`src/rtl/systolic_pe_db.sv`:
```
// systolic_pe_db: MAC processing element with double-buffered weights, weight- or output-stationary.
// Latency: 1 cycle from in_* to prop_*/out_*; OS results appear the cycle after acc_drain.
// Backpressure: none, valid-only flow; SYSTOLIC_PE_SAT_EN selects clamping adds and a sticky sat_flag.
module systolic_pe_db #(
    parameter int DATA_WIDTH = 8,
    parameter int ACC_WIDTH  = 24,
    parameter int SIGNED     = 1
) (
    input  logic                  clk,
    input  logic                  rst,
    input  logic                  mode,
    input  logic                  in_valid,
    input  logic [DATA_WIDTH-1:0] in_data,
    input  logic [ACC_WIDTH-1:0]  in_psum,
    input  logic                  w_load,
    input  logic [DATA_WIDTH-1:0] w_data,
    input  logic                  w_swap,
    input  logic                  acc_drain,
    output logic [DATA_WIDTH-1:0] w_out,
    output logic                  prop_valid,
    output logic [DATA_WIDTH-1:0] prop_data,
    output logic                  out_valid,
    output logic [ACC_WIDTH-1:0]  out_psum,
    output logic                  sat_flag
);

    typedef enum logic {
        MODE_WS = 1'b0,
        MODE_OS = 1'b1
    } mode_t;

    mode_t mode_q;
    mode_t mode_d;
    logic  mode_change;

    logic [DATA_WIDTH-1:0] active_w;
    logic [DATA_WIDTH-1:0] shadow_w;
    logic [ACC_WIDTH-1:0]  acc;
    logic [ACC_WIDTH-1:0]  p;

`ifdef SYSTOLIC_PE_SAT_EN
    localparam int RW = ACC_WIDTH + 1;

    // Result bit ACC_WIDTH flags that the sum was clamped.
    function automatic logic [ACC_WIDTH:0] add_acc(input logic [ACC_WIDTH-1:0] a,
                                                   input logic [ACC_WIDTH-1:0] b);
        logic [ACC_WIDTH:0]   s;
        logic [ACC_WIDTH-1:0] smax;
        logic [ACC_WIDTH-1:0] smin;
        smax = {1'b0, {(ACC_WIDTH-1){1'b1}}};
        smin = {1'b1, {(ACC_WIDTH-1){1'b0}}};
        if (SIGNED != 0) begin
            s = {a[ACC_WIDTH-1], a} + {b[ACC_WIDTH-1], b};
            if (s[ACC_WIDTH] != s[ACC_WIDTH-1]) begin
                return {1'b1, (s[ACC_WIDTH] ? smin : smax)};
            end
            return {1'b0, s[ACC_WIDTH-1:0]};
        end else begin
            s = {1'b0, a} + {1'b0, b};
            if (s[ACC_WIDTH]) begin
                return {1'b1, {ACC_WIDTH{1'b1}}};
            end
            return {1'b0, s[ACC_WIDTH-1:0]};
        end
    endfunction
`else
    localparam int RW = ACC_WIDTH;

    function automatic logic [ACC_WIDTH-1:0] add_acc(input logic [ACC_WIDTH-1:0] a,
                                                     input logic [ACC_WIDTH-1:0] b);
        return a + b;
    endfunction
`endif

    logic [RW-1:0] ws_res;
    logic [RW-1:0] os_res;

    // Operands are widened before the multiply so the product lands directly in ACC_WIDTH.
    generate
        if (SIGNED != 0) begin : g_signed
            assign p = ACC_WIDTH'($signed(in_data)) * ACC_WIDTH'($signed(active_w));
        end else begin : g_unsigned
            assign p = ACC_WIDTH'(in_data) * ACC_WIDTH'(active_w);
        end
    endgenerate

    assign ws_res = add_acc(in_psum, p);
    assign os_res = add_acc(acc, (in_valid ? p : '0));

    always_ff @(posedge clk) begin
        if (rst) begin
            mode_q <= MODE_WS;
        end else begin
            mode_q <= mode_d;
        end
    end

    always_comb begin
        mode_d      = mode_q;
        mode_d      = mode ? MODE_OS : MODE_WS;
        mode_change = (mode_d != mode_q);
    end

    assign w_out = shadow_w;

    always_ff @(posedge clk) begin
        if (rst) begin
            active_w   <= '0;
            shadow_w   <= '0;
            acc        <= '0;
            out_psum   <= '0;
            out_valid  <= 1'b0;
            prop_data  <= '0;
            prop_valid <= 1'b0;
        end else begin
            prop_valid <= in_valid;
            if (in_valid) begin
                prop_data <= in_data;
            end
            // Swap reads the pre-edge shadow, so load+swap in one cycle moves the old weight.
            if (w_load) begin
                shadow_w <= w_data;
            end
            if (w_swap) begin
                active_w <= shadow_w;
            end
            out_valid <= 1'b0;
            if (mode_change) begin
                acc <= '0;
            end else if (mode_q == MODE_WS) begin
                if (in_valid) begin
                    out_psum  <= ws_res[ACC_WIDTH-1:0];
                    out_valid <= 1'b1;
                end
            end else begin
                if (acc_drain) begin
                    out_psum  <= os_res[ACC_WIDTH-1:0];
                    out_valid <= 1'b1;
                    acc       <= '0;
                end else if (in_valid) begin
                    acc <= os_res[ACC_WIDTH-1:0];
                end
            end
        end
    end

`ifdef SYSTOLIC_PE_SAT_EN
    logic clamp_hit;

    always_comb begin
        clamp_hit = 1'b0;
        if (!mode_change) begin
            if (mode_q == MODE_WS) begin
                clamp_hit = in_valid & ws_res[ACC_WIDTH];
            end else begin
                clamp_hit = (acc_drain | in_valid) & os_res[ACC_WIDTH];
            end
        end
    end

    always_ff @(posedge clk) begin
        if (rst) begin
            sat_flag <= 1'b0;
        end else if (clamp_hit) begin
            sat_flag <= 1'b1;
        end
    end
`else
    assign sat_flag = 1'b0;
`endif

endmodule

```
`config.mk`:
```
export PLATFORM = sky130hd
export DESIGN_NAME = systolic_pe_db
export DESIGN_NICKNAME = d
export VERILOG_FILES = /design/src/rtl/systolic_pe_db.sv
export SDC_FILE = /design/constraint.sdc
export NUM_CORES = 1
export LEC_CHECK = 0
export BUFFER_PORTS_ARGS = -buffer_cell sky130_fd_sc_hd__buf_2
export CORE_AREA = 2 2 119 236
export CTS_CLUSTER_SIZE = 8
export DETAILED_ROUTE_END_ITERATION = 6
export DIE_AREA = 0 0 121 238
export PLACE_DENSITY = 0.57
export SYNTH_ARGS = -nofsm -noshare
export SYNTH_HDL_FRONTEND = slang
export SYNTH_SLANG_ARGS = --single-unit
```
`constraint.sdc`:
```
create_clock -name clk -period 7.2 [get_ports clk]
set_input_delay 0.36 -clock clk [delete_from_list [all_inputs] [get_ports clk]]
set_output_delay 0.36 -clock clk [all_outputs]
set_load 0.02 [all_outputs]
```
Word level (Yosys, flattened, before mapping)
Index checks and enable logic that the tools add are counted.

word-level totals
  RAM bits = 0
  input port bits = 47
  output and inout bits = 43
  latch bits = 0
  memories kept = 0
  flip-flop bits (word level) = 75
  word-level logic and storage cells = 29
  ROM bits = 0

operators by class
  equality and inequality tests = 2
  multipliers = 1
  $add $sub $neg = 2
  magnitude comparators = 0
  reduce and logical (&&, ||, !) cells = 5
  bitwise logic cells = 1
  multiplexer cells = 10
  div/mod/pow operators = 0
  shifts and indexed selects = 0

operators with widths
  operator            count
  $mux 24             6
  $add 24x24->24      2
  $mul 8x8->16        1
  $mux 1              4
  $reduce_bool 2->1   2
  $reduce_and 3->1    1
  $ne 2x2->1 const B  1
  $reduce_and 2->1    1
  $reduce_or 2->1     1
  $ne 1x1->1          1
  $not 1->1           1

Longest topological paths before layout
  depth after elaboration = 5
  depth in mapped cells = 28

Least setup slack after synthesis
No wires, ideal clock.

  path type = input -> register
  start = input in_data[7]
  end = register out_psum[22]
  required time = 7.112 ns
  arrival = 6.106 ns
  library setup time = 0.088 ns
  setup slack = 1.006 ns
  stages = 24
  path buffers = 1
  cell sequence = clkbuf_1 -> nand2_1 -> fa_1 -> fa_1 -> inv_1 -> fa_1 -> inv_1 -> fa_1 -> inv_1 -> ha_1 -> a2111oi_0 -> o21ai_1 -> a21boi_2 -> nor2_1 -> xnor2_1 -> ha_1 -> a21o_1 -> a21oi_1 -> o2111ai_1 -> nor3b_1 -> o31ai_1 -> xor2_1 -> nor2_1 -> nor4_2

on the way
  word-level cells in the longest chain between the ends = 5
  elaborated cells on any way between the ends = 7
  those cells by class = add/sub (2); mul (1); mux (4)

RTL lines
  element                 line  source
  start: declaration      13    input logic [DATA_WIDTH-1:0] in_data,
  $mul 8x8->16 (*)        81    assign p = ACC_WIDTH'($signed(in_data)) * ACC_WIDTH'($signed(active_w));
  $mux 24                 88    assign os_res = add_acc(acc, (in_valid ? p : '0));
  $add 24x24->24          71    return a + b;
  $mux 24                 136   if (acc_drain) begin
  $mux 24 (*)             130   end else if (mode_q == MODE_WS) begin
  end signal: assignment  132   out_psum <= ws_res[ACC_WIDTH-1:0];
  end signal: assignment  137   out_psum <= os_res[ACC_WIDTH-1:0];
  end: declaration        23    output logic [ACC_WIDTH-1:0] out_psum,

Every way passes the cells marked *; elsewhere a longest branch is shown, timed or not. The select of a mux whose other input is x is not followed.
A chain may end at the register's enable or synchronous reset.

Worst setup path in the final report
  start = register active_w[2]
  end = register out_psum[22]

on the way
  word-level cells in the longest chain between the ends = 5
  elaborated cells on any way between the ends = 7
  those cells by class = add/sub (2); mul (1); mux (4)

RTL lines
  element                   line  source
  start: declaration        36    logic [DATA_WIDTH-1:0] active_w;
  start signal: assignment  125   active_w <= shadow_w;
  $mul 8x8->16 (*)          81
  $mux 24                   88
  $add 24x24->24            71
  $mux 24                   136
  $mux 24 (*)               130

Marks and branches as above.

==> impl_metrics.tcl <==
set metrics [dict create \
    status "complete, no violations" \
    yosysMostFrequentCell "inv_1" \
    ys_ff_latch 75 \
    die_h_um 238 \
    ys_seq_area_share_pct 18.9 \
    core_um2 26900 \
    finalHoldViolations 0 \
    synth_mux_area_share_pct 4.72 \
    yosys-top-cells-count "inv_1, nor2_1, dfxtp_1" \
    viasPerCell 5.13 \
    tightest_slew_ps 1090 \
    p_seq_share_pct 30.9 \
    cts_buffers 9 \
    ctsLongestPathBuffers 2 \
    fin_hold_ws_ps 230 \
    synth_compound_area_share_pct 19.6 \
    drv_cap 0 \
    place_area_um2 8760 \
    io_buffers 88 \
    h-tree-depth 3 \
    grt-ovfl-total 0 \
    post-synth-top-area-cell "dfxtp_1" \
    cp.arrival_ps 7050 \
    worst_setup_path_start_kind "flop" \
    die-area_um2 28800 \
    final.setup.worst_slack_ps 387 \
    fillCellCount 2844 \
    antenna_found_initial 0 \
    final_cell_area_um2 9070 \
    grt_max_degree 52 \
    synth_area_leaders "dfxtp_1, fa_1, ha_1, and2_1, inv_1" \
    setup_viol 0 \
    initial_core_util_pct 29.6 \
    synth_fp_nets 1119 \
    post-route-util_pct 33.7 \
    grt_use_total_pct 17.1 \
    cts_root_buf "clkbuf_16" \
    p_comb_share_pct 36.5 \
    avgRoutedWirePerCell_um 17.5 \
    synthXorXnorAreaFrac_pct 5.63 \
    fmax_mhz 147 \
    clk_latency_ps 360 \
    drcViolationCount 0 \
    critical_path.max_stage_delay_ps 490 \
    async_flop_share_pct 0 \
    dpl.hpwl_mm 19.7 \
    fp.dieW_um 121 \
    ys_types 79 \
    leakage_nw 4.30 \
    first_pass_iters 5 \
    postRouteAntennaNets 0 \
    cp_common_cell "fa_1" \
    period_share_pct 94.6 \
    gp_congestion 0.941 \
    cp.buffers_inverters 4 \
    crit_family "adder cells" \
    synth_adder_area_share_pct 25.0 \
    p_switching_uw 549 \
    synth_top_area_share_pct 18.9 \
    syn_area_um2 7960 \
    vdd_drop_max_uv 98.4 \
    grt_pass1_wl_mm 38.1 \
    pre_cts_slack_ps 303 \
    synthSimpleGateAreaFrac_pct 19.6 \
    syn_area_per_cell_um2 8.40 \
    area_growth_syn_to_layout_pct 13.9 \
    crit_fanout 9 \
    p_int_uw 906 \
    nets 1190 \
    multi_input_area_um2 5960 \
    n_antenna_cell 0 \
    top_level_ports 90 \
    powerDensity_nw_per_um2 160 \
    required_ps 7440 \
    slew_viol_final 0 \
    finClkSkew_ps 7.80 \
    drive_gt1_share_pct 13.6 \
    synth_edf_count 0 \
    cts_sinks 75 \
    regArea_um2 1500 \
    switching_share_pct 37.8 \
    relSlewSlack_pct 27.4 \
    vias 7033 \
    clk_pin_slew_ps 60 \
    pwr-share-clk_pct 32.5 \
    wl_mm 23.9 \
    period_needed_ps 6810 \
    num_rows 85 \
    drt_iter0_drc 199 \
    synth_top_family_by_area "adder cells" \
    crit_path_end_kind "flop" \
    ys.warnings.count 0 \
    hold_path_class "input port to flop" \
    netlist_instances 947 \
    ys.flop_type "dfxtp_1" \
    worst-setup-path-type "flop to flop" \
    cts_tree "built" \
    grt_pass1_vias 7308 \
    crit_slowest_cell "dfxtp_1" \
    postCtsHoldBufs 0 \
]
-- worst paths after layout --
path / start / to / slack, ps / cells after the start
max reg2reg: active_w[2] / out_psum[22] / 390 / 27
max: active_w[2] / out_psum[22] / 390 / 27
min: w_data[4] / w_out[4] / 230 / 3
min reg2reg: out_psum[2] / out_psum[2] / 460 / 2
-- kinds of logic (layout without fill, tap and decap cells) --
logic type / after synthesis / count (layout)
AO/OA/AOI/OAI: 218 / 218
XOR/XNOR: 47 / 47
adder cells (fa/ha/maj): 125 / 125
buffers and inverters: 138 / 213
flip-flops: 75 / 75
multiplexers: 36 / 36
other: 1 / 1
AND/OR/NAND/NOR: 307 / 307
-- cell usage in the layout (no fill, tap or decap), types with 33 or more instances in the layout --
cell type / n
and2_1: 61
ha_1: 68
fa_1: 57
mux2i_1: 33
nand2_1: 53
inv_1: 101
nor2_1: 92
buf_2: 88
dfxtp_1: 75
a21oi_1: 43
-- metrics by stage --
step	cells	setup TNS, ps	power [mW]
floorplan	947	0	0.834
global placement	1354	0	0.987
detailed placement	1354	0	0.990
CTS	1369	0	1.47
global route	1370	-0.470	1.54
finish	1370	0	1.46
-- cell type report --
| type | instances | area share, % |
|---|---|---|
| clock buffer | 9 | 2.48 |
| clock inverter | 6 | 0.717 |
| inverter | 102 | 4.22 |
| multi-input combinational | 734 | 65.7 |
| sequential | 75 | 16.6 |
| tap | 348 | 4.80 |
| timing repair buffer | 96 | 5.52 |
-- layer usage --
| metal | share of wire, % | wire, µm | global-route usage, % |
|---|---|---|---|
| met1 | 34 | 8150 | 15.8 |
| met2 | 56 | 13500 | 33.5 |
| met3 | 2.7 | 652 | 2.25 |
| met5 | 0 | 0 | 0 |
| met4 | 6.8 | 1620 | 11.4 |
-- flip-flops by register name, indices dropped and copies added (netlist names) --
signal / flops
w_out: 8
acc: 24
mode_q: 1
active_w: 8
prop_data: 8
out_psum: 24
out_valid: 1
prop_valid: 1
-- worst min-delay path: stages --
cell and delay (ps):
buf_2 70, mux2i_1 50, nor2_1 70
-- repair_timing --
item,4_1_cts,5_1_grt
setup buffers,0,1
resized for setup,0,3
setup endpoints to repair,0,4
-- power by group through the flow --
stage / clock [mW] / combinational [mW] / sequential (mW)
floorplan: 0 / 0.355 / 0.479
global placement: 0 / 0.528 / 0.459
detailed placement: 0 / 0.530 / 0.460
CTS: 0.484 / 0.533 / 0.450
global route: 0.500 / 0.589 / 0.453
finish: 0.474 / 0.532 / 0.450
Note: power is estimated with default switching activity, not from simulation.
